$ cat src/rtl/psram_arb_defs_pkg.sv
// rtl/psram_arb_defs_pkg.sv - shared FSM encoding and default widths for the PSRAM access arbiter
package psram_arb_defs;

    localparam int ADDR_W_DEF = 22;
    localparam int DATA_W_DEF = 16;

    typedef enum logic [1:0] {
        ST_IDLE = 2'd0,
        ST_RD   = 2'd1,
        ST_WR   = 2'd2
    } arb_state_e;

endpackage

$ cat src/rtl/host_wr_fifo.sv
// rtl/host_wr_fifo.sv - synchronous host write buffer with registered full flag
module host_wr_fifo #(
    parameter int DEPTH = 4,
    parameter int WIDTH = 38
) (
    input  logic             clk_i,
    input  logic             rst_n_i,
    input  logic             push_i,
    input  logic [WIDTH-1:0] push_data_i,
    input  logic             pop_i,
    output logic [WIDTH-1:0] head_o,
    output logic             full_o,
    output logic             empty_o
);

    localparam int PTR_W = $clog2(DEPTH);
    localparam int CNT_W = PTR_W + 1;

    logic [WIDTH-1:0] mem_q [DEPTH];
    logic [PTR_W-1:0] wr_ptr_q;
    logic [PTR_W-1:0] rd_ptr_q;
    logic [CNT_W-1:0] count_q;
    logic [CNT_W-1:0] count_d;
    logic             full_q;
    logic             push_ok;
    logic             pop_ok;

    assign empty_o = (count_q == '0);
    assign full_o  = full_q;
    assign head_o  = mem_q[rd_ptr_q];
    assign push_ok = push_i && !full_q;
    assign pop_ok  = pop_i && !empty_o;

    always_comb begin
        count_d = count_q;
        case ({push_ok, pop_ok})
            2'b10:   count_d = count_q + CNT_W'(1);
            2'b01:   count_d = count_q - CNT_W'(1);
            default: count_d = count_q;
        endcase
    end

    always_ff @(posedge clk_i) begin
        if (push_ok) begin
            mem_q[wr_ptr_q] <= push_data_i;
        end
    end

    // Pointers wrap naturally because DEPTH is a power of two.
    always_ff @(posedge clk_i) begin
        if (!rst_n_i) begin
            wr_ptr_q <= '0;
            rd_ptr_q <= '0;
            count_q  <= '0;
            full_q   <= 1'b0;
        end else begin
            if (push_ok) begin
                wr_ptr_q <= wr_ptr_q + PTR_W'(1);
            end
            if (pop_ok) begin
                rd_ptr_q <= rd_ptr_q + PTR_W'(1);
            end
            count_q <= count_d;
            full_q  <= (count_d == CNT_W'(DEPTH));
        end
    end

endmodule

$ cat src/rtl/psram_access_arbiter.sv
// rtl/psram_access_arbiter.sv - arbitrates the PSRAM user port between video reads and buffered host writes
module psram_access_arbiter
    import psram_arb_defs::*;
#(
    parameter int ADDR_W     = ADDR_W_DEF,
    parameter int DATA_W     = DATA_W_DEF,
    parameter int FIFO_DEPTH = 4,
    parameter int TIMEOUT    = 255
) (
    input  logic              I_clk,
    input  logic              I_rst_n,
    input  logic              I_vid_blank,
    input  logic              I_vid_req,
    input  logic [ADDR_W-1:0] I_vid_addr,
    output logic [DATA_W-1:0] O_vid_data,
    output logic              O_vid_valid,
    output logic              O_vid_drop,
    input  logic              I_host_wr,
    input  logic [ADDR_W-1:0] I_host_addr,
    input  logic [DATA_W-1:0] I_host_data,
    output logic              O_host_ready,
    output logic              O_ram_oe,
    output logic              O_ram_wr,
    output logic [ADDR_W-1:0] O_ram_addr,
    output logic [DATA_W-1:0] O_ram_din,
    input  logic [DATA_W-1:0] I_ram_dout,
    input  logic              I_ram_done,
    output logic              O_err
);

    localparam logic [7:0] TMO_LAST = 8'(TIMEOUT - 1);

    arb_state_e         state_q;
    logic               pend_q;
    logic [ADDR_W-1:0]  pend_addr_q;
    logic [7:0]         tmo_q;
    logic               ram_oe_q;
    logic               ram_wr_q;
    logic [ADDR_W-1:0]  ram_addr_q;
    logic [DATA_W-1:0]  ram_din_q;
    logic [DATA_W-1:0]  vid_data_q;
    logic               vid_valid_q;
    logic               vid_drop_q;
    logic               err_q;

    logic                     fifo_full;
    logic                     fifo_empty;
    logic [ADDR_W+DATA_W-1:0] fifo_head;
    logic                     rd_go;
    logic                     rd_direct;
    logic                     wr_go;
    logic [ADDR_W-1:0]        rd_addr;

    // A request arriving in an idle cycle with nothing pending is issued directly.
    assign rd_direct = (state_q == ST_IDLE) && !pend_q && I_vid_req;
    assign rd_go     = (state_q == ST_IDLE) && (pend_q || I_vid_req);
    assign wr_go     = (state_q == ST_IDLE) && !rd_go && I_vid_blank && !fifo_empty;
    assign rd_addr   = pend_q ? pend_addr_q : I_vid_addr;

    host_wr_fifo #(
        .DEPTH (FIFO_DEPTH),
        .WIDTH (ADDR_W + DATA_W)
    ) u_fifo (
        .clk_i       (I_clk),
        .rst_n_i     (I_rst_n),
        .push_i      (I_host_wr),
        .push_data_i ({I_host_addr, I_host_data}),
        .pop_i       (wr_go),
        .head_o      (fifo_head),
        .full_o      (fifo_full),
        .empty_o     (fifo_empty)
    );

    always_ff @(posedge I_clk) begin
        if (!I_rst_n) begin
            state_q     <= ST_IDLE;
            pend_q      <= 1'b0;
            pend_addr_q <= '0;
            tmo_q       <= '0;
            ram_oe_q    <= 1'b0;
            ram_wr_q    <= 1'b0;
            ram_addr_q  <= '0;
            ram_din_q   <= '0;
            vid_data_q  <= '0;
            vid_valid_q <= 1'b0;
            vid_drop_q  <= 1'b0;
            err_q       <= 1'b0;
        end else begin
            vid_valid_q <= 1'b0;
            vid_drop_q  <= 1'b0;

            if (I_vid_req && !rd_direct) begin
                pend_q      <= 1'b1;
                pend_addr_q <= I_vid_addr;
                vid_drop_q  <= pend_q && !rd_go;
            end else if (rd_go) begin
                pend_q <= 1'b0;
            end

            case (state_q)
                ST_IDLE: begin
                    tmo_q <= '0;
                    if (rd_go) begin
                        state_q    <= ST_RD;
                        ram_oe_q   <= 1'b1;
                        ram_addr_q <= rd_addr;
                    end else if (wr_go) begin
                        state_q    <= ST_WR;
                        ram_wr_q   <= 1'b1;
                        ram_addr_q <= fifo_head[ADDR_W+DATA_W-1:DATA_W];
                        ram_din_q  <= fifo_head[DATA_W-1:0];
                    end
                end
                ST_RD, ST_WR: begin
                    if (I_ram_done) begin
                        if (state_q == ST_RD) begin
                            vid_data_q  <= I_ram_dout;
                            vid_valid_q <= 1'b1;
                        end
                        ram_oe_q <= 1'b0;
                        ram_wr_q <= 1'b0;
                        tmo_q    <= '0;
                        state_q  <= ST_IDLE;
                    end else if (tmo_q == TMO_LAST) begin
                        ram_oe_q <= 1'b0;
                        ram_wr_q <= 1'b0;
                        err_q    <= 1'b1;
                        tmo_q    <= '0;
                        state_q  <= ST_IDLE;
                    end else begin
                        tmo_q <= tmo_q + 8'd1;
                    end
                end
                default: begin
                    ram_oe_q <= 1'b0;
                    ram_wr_q <= 1'b0;
                    tmo_q    <= '0;
                    state_q  <= ST_IDLE;
                end
            endcase
        end
    end

    assign O_vid_data   = vid_data_q;
    assign O_vid_valid  = vid_valid_q;
    assign O_vid_drop   = vid_drop_q;
    assign O_host_ready = !fifo_full;
    assign O_ram_oe     = ram_oe_q;
    assign O_ram_wr     = ram_wr_q;
    assign O_ram_addr   = ram_addr_q;
    assign O_ram_din    = ram_din_q;
    assign O_err        = err_q;

endmodule

$ cat config.mk
export PLATFORM = sky130hd
export DESIGN_NAME = psram_access_arbiter
export DESIGN_NICKNAME = d
export VERILOG_FILES = /design/src/rtl/psram_arb_defs_pkg.sv /design/src/rtl/host_wr_fifo.sv /design/src/rtl/psram_access_arbiter.sv
export SDC_FILE = /design/constraint.sdc
export NUM_CORES = 1
export LEC_CHECK = 0
export BUFFER_PORTS_ARGS = -buffer_cell sky130_fd_sc_hd__clkbuf_2
export CELL_PAD_IN_SITES_DETAIL_PLACEMENT = 1
export CELL_PAD_IN_SITES_GLOBAL_PLACEMENT = 2
export CORE_MARGIN = 4
export CORE_UTILIZATION = 35
export DETAILED_ROUTE_END_ITERATION = 16
export GPL_TIMING_DRIVEN = 0
export PLACE_DENSITY_LB_ADDON = 0.12
export SYNTH_ARGS = -nofsm -noshare
export SYNTH_HDL_FRONTEND = slang
export SYNTH_SLANG_ARGS = --single-unit
$ cat constraint.sdc
create_clock -name I_clk -period 2.7 [get_ports I_clk]
set_clock_uncertainty 0.2 [all_clocks]
set_input_delay 0.27 -clock I_clk [delete_from_list [all_inputs] [get_ports I_clk]]
set_output_delay 0.27 -clock I_clk [all_outputs]
set_load 0.005 [all_outputs]
# ---- Word-level counts from Yosys, hierarchy flattened
# Memories as Yosys holds them, arrays and structs flattened. A register that Yosys moved wholly into a read port is not among the register bits.
# Cells that the tools add are included.
# Widths: inputs -> output; s select.
dict set report classes {
  n_addsub 5
  n_eq_ne 11
  n_mux 23
  bitwise_logic 4
  reduce_logical 31
}
# op n
set op_table {}
lappend op_table {{$mux 22} 3}
lappend op_table {{$reduce_and 3->1} 5}
lappend op_table {{$mux 2} 6}
lappend op_table {{$logic_and 1x1->1} 10}
lappend op_table {{$mux 1} 10}
lappend op_table {{$add 8x1->8 const B} 1}
lappend op_table {{$eq 8x8->1 const B} 1}
lappend op_table {{$reduce_and 2->1} 4}
lappend op_table {{$pmux 3 s2} 1}
lappend op_table {{$logic_not 1->1} 5}
lappend op_table {{$add 2x1->2 const B} 2}
lappend op_table {{$eq 2x1->1 const B} 2}
lappend op_table {{$eq 2x2->1 const B} 2}
lappend op_table {{$ne 2x2->1 const B} 2}
lappend op_table {{$not 1->1} 4}
lappend op_table {{$pmux 1 s2} 2}
lappend op_table {{$pmux 2 s2} 1}
lappend op_table {{$reduce_bool 2->1} 2}
lappend op_table {{$reduce_or 4->1} 1}
lappend op_table {{$add 3x1->3 const B} 1}
lappend op_table {{$eq 3x3->1 const B} 1}
lappend op_table {{$logic_not 3->1} 1}
lappend op_table {{$ne 3x2->1 const B} 1}
lappend op_table {{$ne 3x3->1 const B} 1}
lappend op_table {{5 further kinds} 5}
dict set report word_totals {
  register_bits 100
  ramBits 152
  in_bits 82
  out_inout_bits 60
  elab_cells 91
  n_memories 1
}
# name words word_bits read_ports rd_ports_with_merged_regs write_ports line
set mem_list {}
lappend mem_list {u_fifo.mem_q 4 38 1 1 1 host_wr_fifo.sv:19} ;# logic [WIDTH-1:0] mem_q [DEPTH];

# ---- Depth between registers and ports, before layout
dict set report depth {
  ltp_word 10
  mapped_depth 15
  mapped_depth_nobuf 12
}

# ---- By module
# Synthesis repeated with hierarchy kept, for this count alone.
dict set report unflattened {
  hier_cells 717
  hier_area_um2 9849.4
}
# mod n_inst cells_per_inst area_per_inst_um2 seq_area_each_um2
set by_module_without_submodules {}
lappend by_module_without_submodules {host_wr_fifo 1 252 6019.5 4764.6}
lappend by_module_without_submodules {psram_access_arbiter 1 465 3829.9 1841.8}

# ---- Worst setup path after synthesis
# No wires, ideal clock.
dict set report synth_path {
  path_type {register to register}
  start {reg state_q[0]}
  end {reg u_fifo.full_q (netlist: u_fifo.full_o)}
  setup_ps 60
  arrival_time_ps 2412
  required_ps 2440
  path_slack_ps 29
  stages_incl_launch_ff 16
  n_path_buf 3
  period_less_slack_ps 2671
  path_cell_list {dfxtp_1 -> inv_1 -> ha_1 -> buf_4 -> o311a_1 -> buf_6 -> nand2_8 -> inv_6 -> buf_6 -> ha_1 -> inv_1 -> fa_1 -> xor2_1 -> nor2_1 -> xor2_1 -> and3_1}
}
dict set report synth_between {
  elab_chain_cells 10
  word_cells_on_any_way 11
  cone_classes {3 x eq/ne; 1 x mux; 7 x reduce/logical}
}
# element line
set synth_lines {}
lappend synth_lines {{from (decl)} psram_access_arbiter.sv:33} ;# arb_state_e state_q;
lappend synth_lines {{from (signal assigned)} psram_access_arbiter.sv:76} ;# state_q <= ST_IDLE;
lappend synth_lines {{from (signal assigned)} psram_access_arbiter.sv:104} ;# state_q <= ST_RD;
lappend synth_lines {{from (signal assigned)} psram_access_arbiter.sv:108} ;# state_q <= ST_WR;
lappend synth_lines {{$logic_not 2->1 (*)} {psram_access_arbiter.sv:56, psram_access_arbiter.sv:57}}
lappend synth_lines {{$logic_and 1x1->1} psram_access_arbiter.sv:56} ;# assign rd_go = (state_q == ST_IDLE) && (pend_q || I_vid_req);
lappend synth_lines {{$logic_not 1->1} psram_access_arbiter.sv:57} ;# assign wr_go = (state_q == ST_IDLE) && !rd_go && I_vid_blank && !fifo_empty;
lappend synth_lines {{$logic_and 1x1->1 (*) (3 in series)} psram_access_arbiter.sv:57}
lappend synth_lines {{$logic_and 1x1->1 (*)} host_wr_fifo.sv:32} ;# assign pop_ok = pop_i && !empty_o;
lappend synth_lines {{named net u_fifo.pop_ok} host_wr_fifo.sv:26} ;# logic pop_ok;
lappend synth_lines {{$eq 2x1->1 / $eq 2x2->1 (equally long branches)} host_wr_fifo.sv:36} ;# case ({push_ok, pop_ok})
lappend synth_lines {{$pmux 3 s2 (*)} host_wr_fifo.sv:36}
lappend synth_lines {{$eq 3x3->1 (*)} host_wr_fifo.sv:64} ;# full_q <= (count_d == CNT_W'(DEPTH));
lappend synth_lines {{to (signal assigned)} host_wr_fifo.sv:64}
lappend synth_lines {{to (decl)} host_wr_fifo.sv:24} ;# logic full_q;
# The timed path passes the listed nets; every way through them passes the cells marked *.
# A chain may end at the register's enable or synchronous reset.

# ---- Worst setup path in the final report
dict set report layout_path {
  start {reg state_q[0]}
  end {reg u_fifo.full_q (netlist: u_fifo.full_o)}
}
dict set report layout_between {
  elab_chain_cells 10
  word_cells_on_any_way 11
  cone_classes {3 x eq/ne; 1 x mux; 7 x reduce/logical}
}
# element line
set layout_lines {}
lappend layout_lines {{$logic_not 2->1 (*)} {psram_access_arbiter.sv:56, psram_access_arbiter.sv:57}}
lappend layout_lines {{$logic_and 1x1->1} psram_access_arbiter.sv:56}
lappend layout_lines {{$logic_not 1->1} psram_access_arbiter.sv:57}
lappend layout_lines {{$logic_and 1x1->1 (*) (3 in series)} psram_access_arbiter.sv:57}
lappend layout_lines {{$logic_and 1x1->1 (*)} host_wr_fifo.sv:32}
lappend layout_lines {{$eq 2x1->1 / $eq 2x2->1 (equally long branches)} host_wr_fifo.sv:36}
lappend layout_lines {{$pmux 3 s2 (*)} host_wr_fifo.sv:36}
lappend layout_lines {{$eq 3x3->1 (*)} host_wr_fifo.sv:64}
# Mark *: on every way between the ends. The rest lies on a longest branch, timed or not.

==> out/qor_table.md <==
| Step | Quantity | Value |
|:---|:---|:---|
| cells and area | Fraction of final layout cells with drive strength greater than 1 | 28.8% |
| cts | CTS tree | done |
| worst setup path | Critical path's slowest cell | sky130_fd_sc_hd__fa_2 |
| power | Net Switching | 0.00256 W |
| power | Static leakage | 4.63 nW |
| power | Switching part of the total power | 26.0% |
| route | Per-cell via count in the routed design | 4.76 |
| placed design | Detail Placement HPWL | 17200 um |
| placed design | Number of I/O port buffers | 141 |
| route | Initial DRT Pass Iterations | 4 |
| worst setup path | Biggest fanout along the worst timing path | 3 |
| cts | Clock insertion delay at the later pin of the skew report | 540 ps |
| route | Iteration-0 DRC count of the detailed router | 262 |
| power | Sequential share of power | 46.9% |
| timing | Max-slew violation total from the final report | 0 |
| route | Top sig layer | met4 |
| worst setup path | Arrival time at the worst endpoint | 2830 ps |
| placed design | Instance area at placement | 11000 um2 |
| global route | Pin count of the biggest net entering global routing | 27 |
| run status | Result of the run | complete, no violations |
| worst setup path | Crit end category | flip-flop |
| yosys | Count of cell types in the netlist | 40 |
| yosys | Count of synthesis-stage warnings from yosys | 0 |
| placed design | Weighted congestion at the end of routability-driven global placement | 0.749 |
| yosys | Avg Inst Size Synth | 13.7 um2 |
| yosys | Dominant combinational cell family by area after synthesis | multiplexers |
| route | Total vias in the final route | 6531 |
| cells and area | Post-route standard cell area excluding fillers | 12800 um2 |
| yosys | Mux contribution to synthesized area | 11.3% |
| worst setup path | Launching element type of the critical path | flip-flop |
| worst setup path | Worst Path Buf+Inv | 5 |
| timing | Endpoints failing hold | 0 |
| timing | Maximum achievable frequency | 391 MHz |
| die | Placement row count | 60 |
| worst hold path | Worst min-delay path class | in2reg |
| route | Per-cell routed wire length | 18.3 um |
| cells and area | Non-filler cells in the finished layout | 1371 |
| cells and area | Most common cell after layout, fill and taps aside | sky130_fd_sc_hd__nand2_1 |
| worst setup path | Delay of the slowest critical-path stage | 380 ps |
| route | Final routed wirelength across all metal layers | 25100 um |
| global route | Leftover overflow at the end of global routing | 0 |
| timing | Minimum clock period after layout | 2560 ps |
| route | Routed length on met2 | 12300 um |
| timing | Sum of negative setup slack | 0 ps |
| route | Antenna violation net count after detailed routing | 0 |
| cells and area | Most frequent cells in the layout | 160 x sky130_fd_sc_hd__nand2_1, 152 x sky130_fd_sc_hd__edfxtp_1, 141 x sky130_fd_sc_hd__clkbuf_2 |
| die | Die W | 175 um |
| worst setup path | Required time worst endpoint | 2970 ps |
| power | Power per standard cell area | 770 nW/um2 |
| global route | Wire length of the first global-routing pass | 39600 um |
| die | Placeable core area | 27200 um2 |
| yosys | Cell area after synthesis | 9730 um2 |
| run | Max capacitance violation total | 0 |
| die | Die Y | 175 um |
| die | Die area | 30500 um2 |
| die | Initial core utilization | 35.8% |
| cells and area | Final net count | 1069 |
| cts | H-tree depth reported by CTS | 1 |
| yosys | Complex-gate fraction of the synthesized area | 6.84% |
| die | Top-level port count | 142 |
| yosys | Simple-Gate Fraction of Synth Area | 8.54% |
| yosys | Register area share after synthesis | 67.9% |
| worst setup path | Crit path cell chain | inv_1 > ha_2 > buf_6 > o311a_1 > buf_6 > nand2_8 > inv_12 > ha_4 > inv_1 > fa_2 > xor2_1 > nor2_1 > xor2_1 > and3_1 |
| power | IR drop worst, VDD | 0.468 mV |
| route | Detailed-route DRC error count | 0 |
| yosys | Synthesized netlist net count | 804 |
| global route | Via count of the first global-routing pass | 7068 |
| cts | Cts bufs inserted | 28 |
| timing | Final-report setup violation count | 0 |
| yosys | Register bit total from synthesis | 254 |
| cts | Clock net sink count | 254 |
| yosys | Post-synthesis share of cell area spent on xor and xnor gates | 1.08% |
| timing | Slew of the pin with the lowest slew margin | 760 ps |
| power | Combinational share of power | 16.4% |
| route | Routed metal-1 wire length | 11300 um |
| worst setup path | Cell type group with the largest total delay on the critical path | adder cells |
| cts | CTS Root Buffer Type | sky130_fd_sc_hd__clkbuf_16 |
| timing | Final worst path period share | 94.7% |
| timing | Relative max-transition margin | 49.3% |
| cts | Clock-pin transition on the worst setup and hold timing paths | 60 ps |
| cts | Largest buffer count on any clock path | 3 |
| placed design | Post-Place Cells | 1229 |
| global route | Number of antenna violations at the first check in global routing | 0 |
| route | Met3 WL | 952 um |
| cells and area | Antenna Cells | 0 |
| worst setup path | Type of the worst setup path | reg2reg |
| power | Internal power component | 0.00728 W |
| power | Relative contribution of the clock network to total power | 36.7% |
| cells and area | P&R area growth vs syn | 31.4% |
| global route | Total global routing track utilization | 16.2% |
| yosys | Synthesized-area fraction occupied by adder cells | 1.36% |
| yosys | Gate count of the mapped netlist | 712 |
| timing | Unrepaired setup endpoints after global routing | false |
==> layer usage <==
| layer | track usage [%] | vias to the layer above |
|---|---|---|
| met4 | 3.76 | 0 |
| li1 | - | 3128 |
| met5 | 0 | - |
| met1 | 21.2 | 3226 |
| met2 | 28.3 | 138 |
| met3 | 2.88 | 39 |
==> worst register-to-register path, stage by stage, from the launching register on <==
cell                      delay (ps)
sky130_fd_sc_hd__dfxtp_2         330
sky130_fd_sc_hd__inv_1            60
sky130_fd_sc_hd__ha_2            170
sky130_fd_sc_hd__buf_6           100
sky130_fd_sc_hd__o311a_1         160
sky130_fd_sc_hd__buf_6           120
sky130_fd_sc_hd__nand2_8          70
sky130_fd_sc_hd__inv_12           80
sky130_fd_sc_hd__ha_4            130
sky130_fd_sc_hd__inv_1            50
sky130_fd_sc_hd__fa_2            380
sky130_fd_sc_hd__xor2_1          150
sky130_fd_sc_hd__nor2_1          120
sky130_fd_sc_hd__xor2_1          190
sky130_fd_sc_hd__and3_1          180
==> cell usage after synthesis <==
master / number / area share (%)
sky130_fd_sc_hd__clkbuf_1: 18 / 0.69
sky130_fd_sc_hd__nor2b_1: 1 / 0.064
sky130_fd_sc_hd__nand2_1: 160 / 6.2
sky130_fd_sc_hd__ha_1: 9 / 1.2
sky130_fd_sc_hd__dfxtp_1: 102 / 21
sky130_fd_sc_hd__nor2_1: 23 / 0.89
sky130_fd_sc_hd__inv_1: 12 / 0.46
sky130_fd_sc_hd__and4_1: 1 / 0.090
sky130_fd_sc_hd__mux4_2: 38 / 8.8
sky130_fd_sc_hd__buf_4: 2 / 0.15
sky130_fd_sc_hd__edfxtp_1: 152 / 47
sky130_fd_sc_hd__buf_8: 1 / 0.15
sky130_fd_sc_hd__o311a_1: 1 / 0.10
sky130_fd_sc_hd__nor2_2: 1 / 0.064
sky130_fd_sc_hd__o21ai_0: 23 / 1.2
sky130_fd_sc_hd__inv_6: 1 / 0.090
sky130_fd_sc_hd__o21ai_2: 1 / 0.090
sky130_fd_sc_hd__a41o_1: 1 / 0.10
sky130_fd_sc_hd__buf_6: 5 / 0.58
sky130_fd_sc_hd__a21oi_1: 60 / 3.1
sky130_fd_sc_hd__and2_1: 6 / 0.39
sky130_fd_sc_hd__nand4_1: 1 / 0.064
sky130_fd_sc_hd__xnor2_1: 5 / 0.45
sky130_fd_sc_hd__o32ai_1: 1 / 0.090
sky130_fd_sc_hd__nand2_8: 1 / 0.21
sky130_fd_sc_hd__buf_1: 1 / 0.039
sky130_fd_sc_hd__a41oi_2: 1 / 0.17
sky130_fd_sc_hd__mux2_2: 22 / 2.5
sky130_fd_sc_hd__a31oi_1: 22 / 1.4
sky130_fd_sc_hd__o21ba_2: 1 / 0.10
sky130_fd_sc_hd__o21a_1: 3 / 0.23
sky130_fd_sc_hd__nand3_1: 5 / 0.26
sky130_fd_sc_hd__xor2_1: 7 / 0.63
sky130_fd_sc_hd__o311ai_2: 1 / 0.17
sky130_fd_sc_hd__buf_2: 14 / 0.72
sky130_fd_sc_hd__and3_1: 2 / 0.13
sky130_fd_sc_hd__o21ai_1: 2 / 0.10
sky130_fd_sc_hd__nor3_1: 3 / 0.15
sky130_fd_sc_hd__fa_1: 1 / 0.21
sky130_fd_sc_hd__nand2b_1: 1 / 0.064
==> layout make-up <==
cell class | instances | area [um2]
inverter | 13 | 61.3
multi-input combinational | 404 | 2860
sequential | 254 | 6610
timing repair buffer | 236 | 1680
buffer | 40 | 220
clock buffer | 38 | 778
tap | 372 | 465
fill | 2872 | 14400
clock inverter | 14 | 103
==> what timing repair did <==
| item | CTS | global route |
|---|---|---|
| setup endpoints to repair | 3 | 2 |
| buffers inserted | 5 | 0 |
| hold buffers | 86 | 0 |
| hold endpoints to repair | 197 | 0 |
| pin swaps | 2 | 3 |
| gates resized for setup | 4 | 6 |
==> metrics by stage <==
stage	hold WS, ps	worst slack (ps)	utilization [%]	total power (W)
global placement	239	-482	40.1	0.00611
detailed placement	250	-446	40.4	0.00619
global route	106	44.1	47.0	0.0103
finish	94.0	143	47.0	0.00984
floorplan	169	28.5	-	0.00556
CTS	51.9	6.03	47.0	0.00998
==> flip-flops by register name (all words and copies together) (netlist names), 2 cells and up, named ones only <==
name             flops
state_q              2
O_ram_din           16
u_fifo.wr_ptr_q      2
u_fifo.count_q       3
u_fifo.rd_ptr_q      2
O_vid_data          16
u_fifo.mem_q       152
O_ram_addr          22
pend_addr_q         22
tmo_q                8
==> power by group through the flow <==
stage	Combinational (W)	Sequential [W]	Clock [W]
after floorplan	0.000906	0.00466	0
after global placement	0.00143	0.00468	0
after detailed placement	0.00149	0.00470	0
after CTS	0.00164	0.00462	0.00373
after global routing	0.00180	0.00464	0.00388
final	0.00162	0.00461	0.00361
==> final timing paths <==
| kind | startpoint | endpoint | slack (ps) | cells past startpoint |
|---|---|---|---|---|
| worst max-delay path | state_q[0]$_SDFFE_PN0P_ | u_fifo.full_o$_SDFF_PN0_ | 140 | 14 |
| worst min-delay path | I_ram_done | O_err$_SDFFE_PN0P_ | 90 | 4 |
| worst max register to register | state_q[0]$_SDFFE_PN0P_ | u_fifo.full_o$_SDFF_PN0_ | 140 | 14 |
| worst min register to register | O_ram_din[4]$_SDFFE_PN0P_ | O_ram_din[4]$_SDFFE_PN0P_ | 260 | 2 |
==> cells by family after synthesis <==
logic type	after synthesis
buffers and inverters	54
flip-flops	254
AND/OR/NAND/NOR	205
AO/OA/AOI/OAI	117
adder cells (fa/ha/maj)	10
multiplexers	60
XOR/XNOR	12
(Power assumes the default switching activity.)
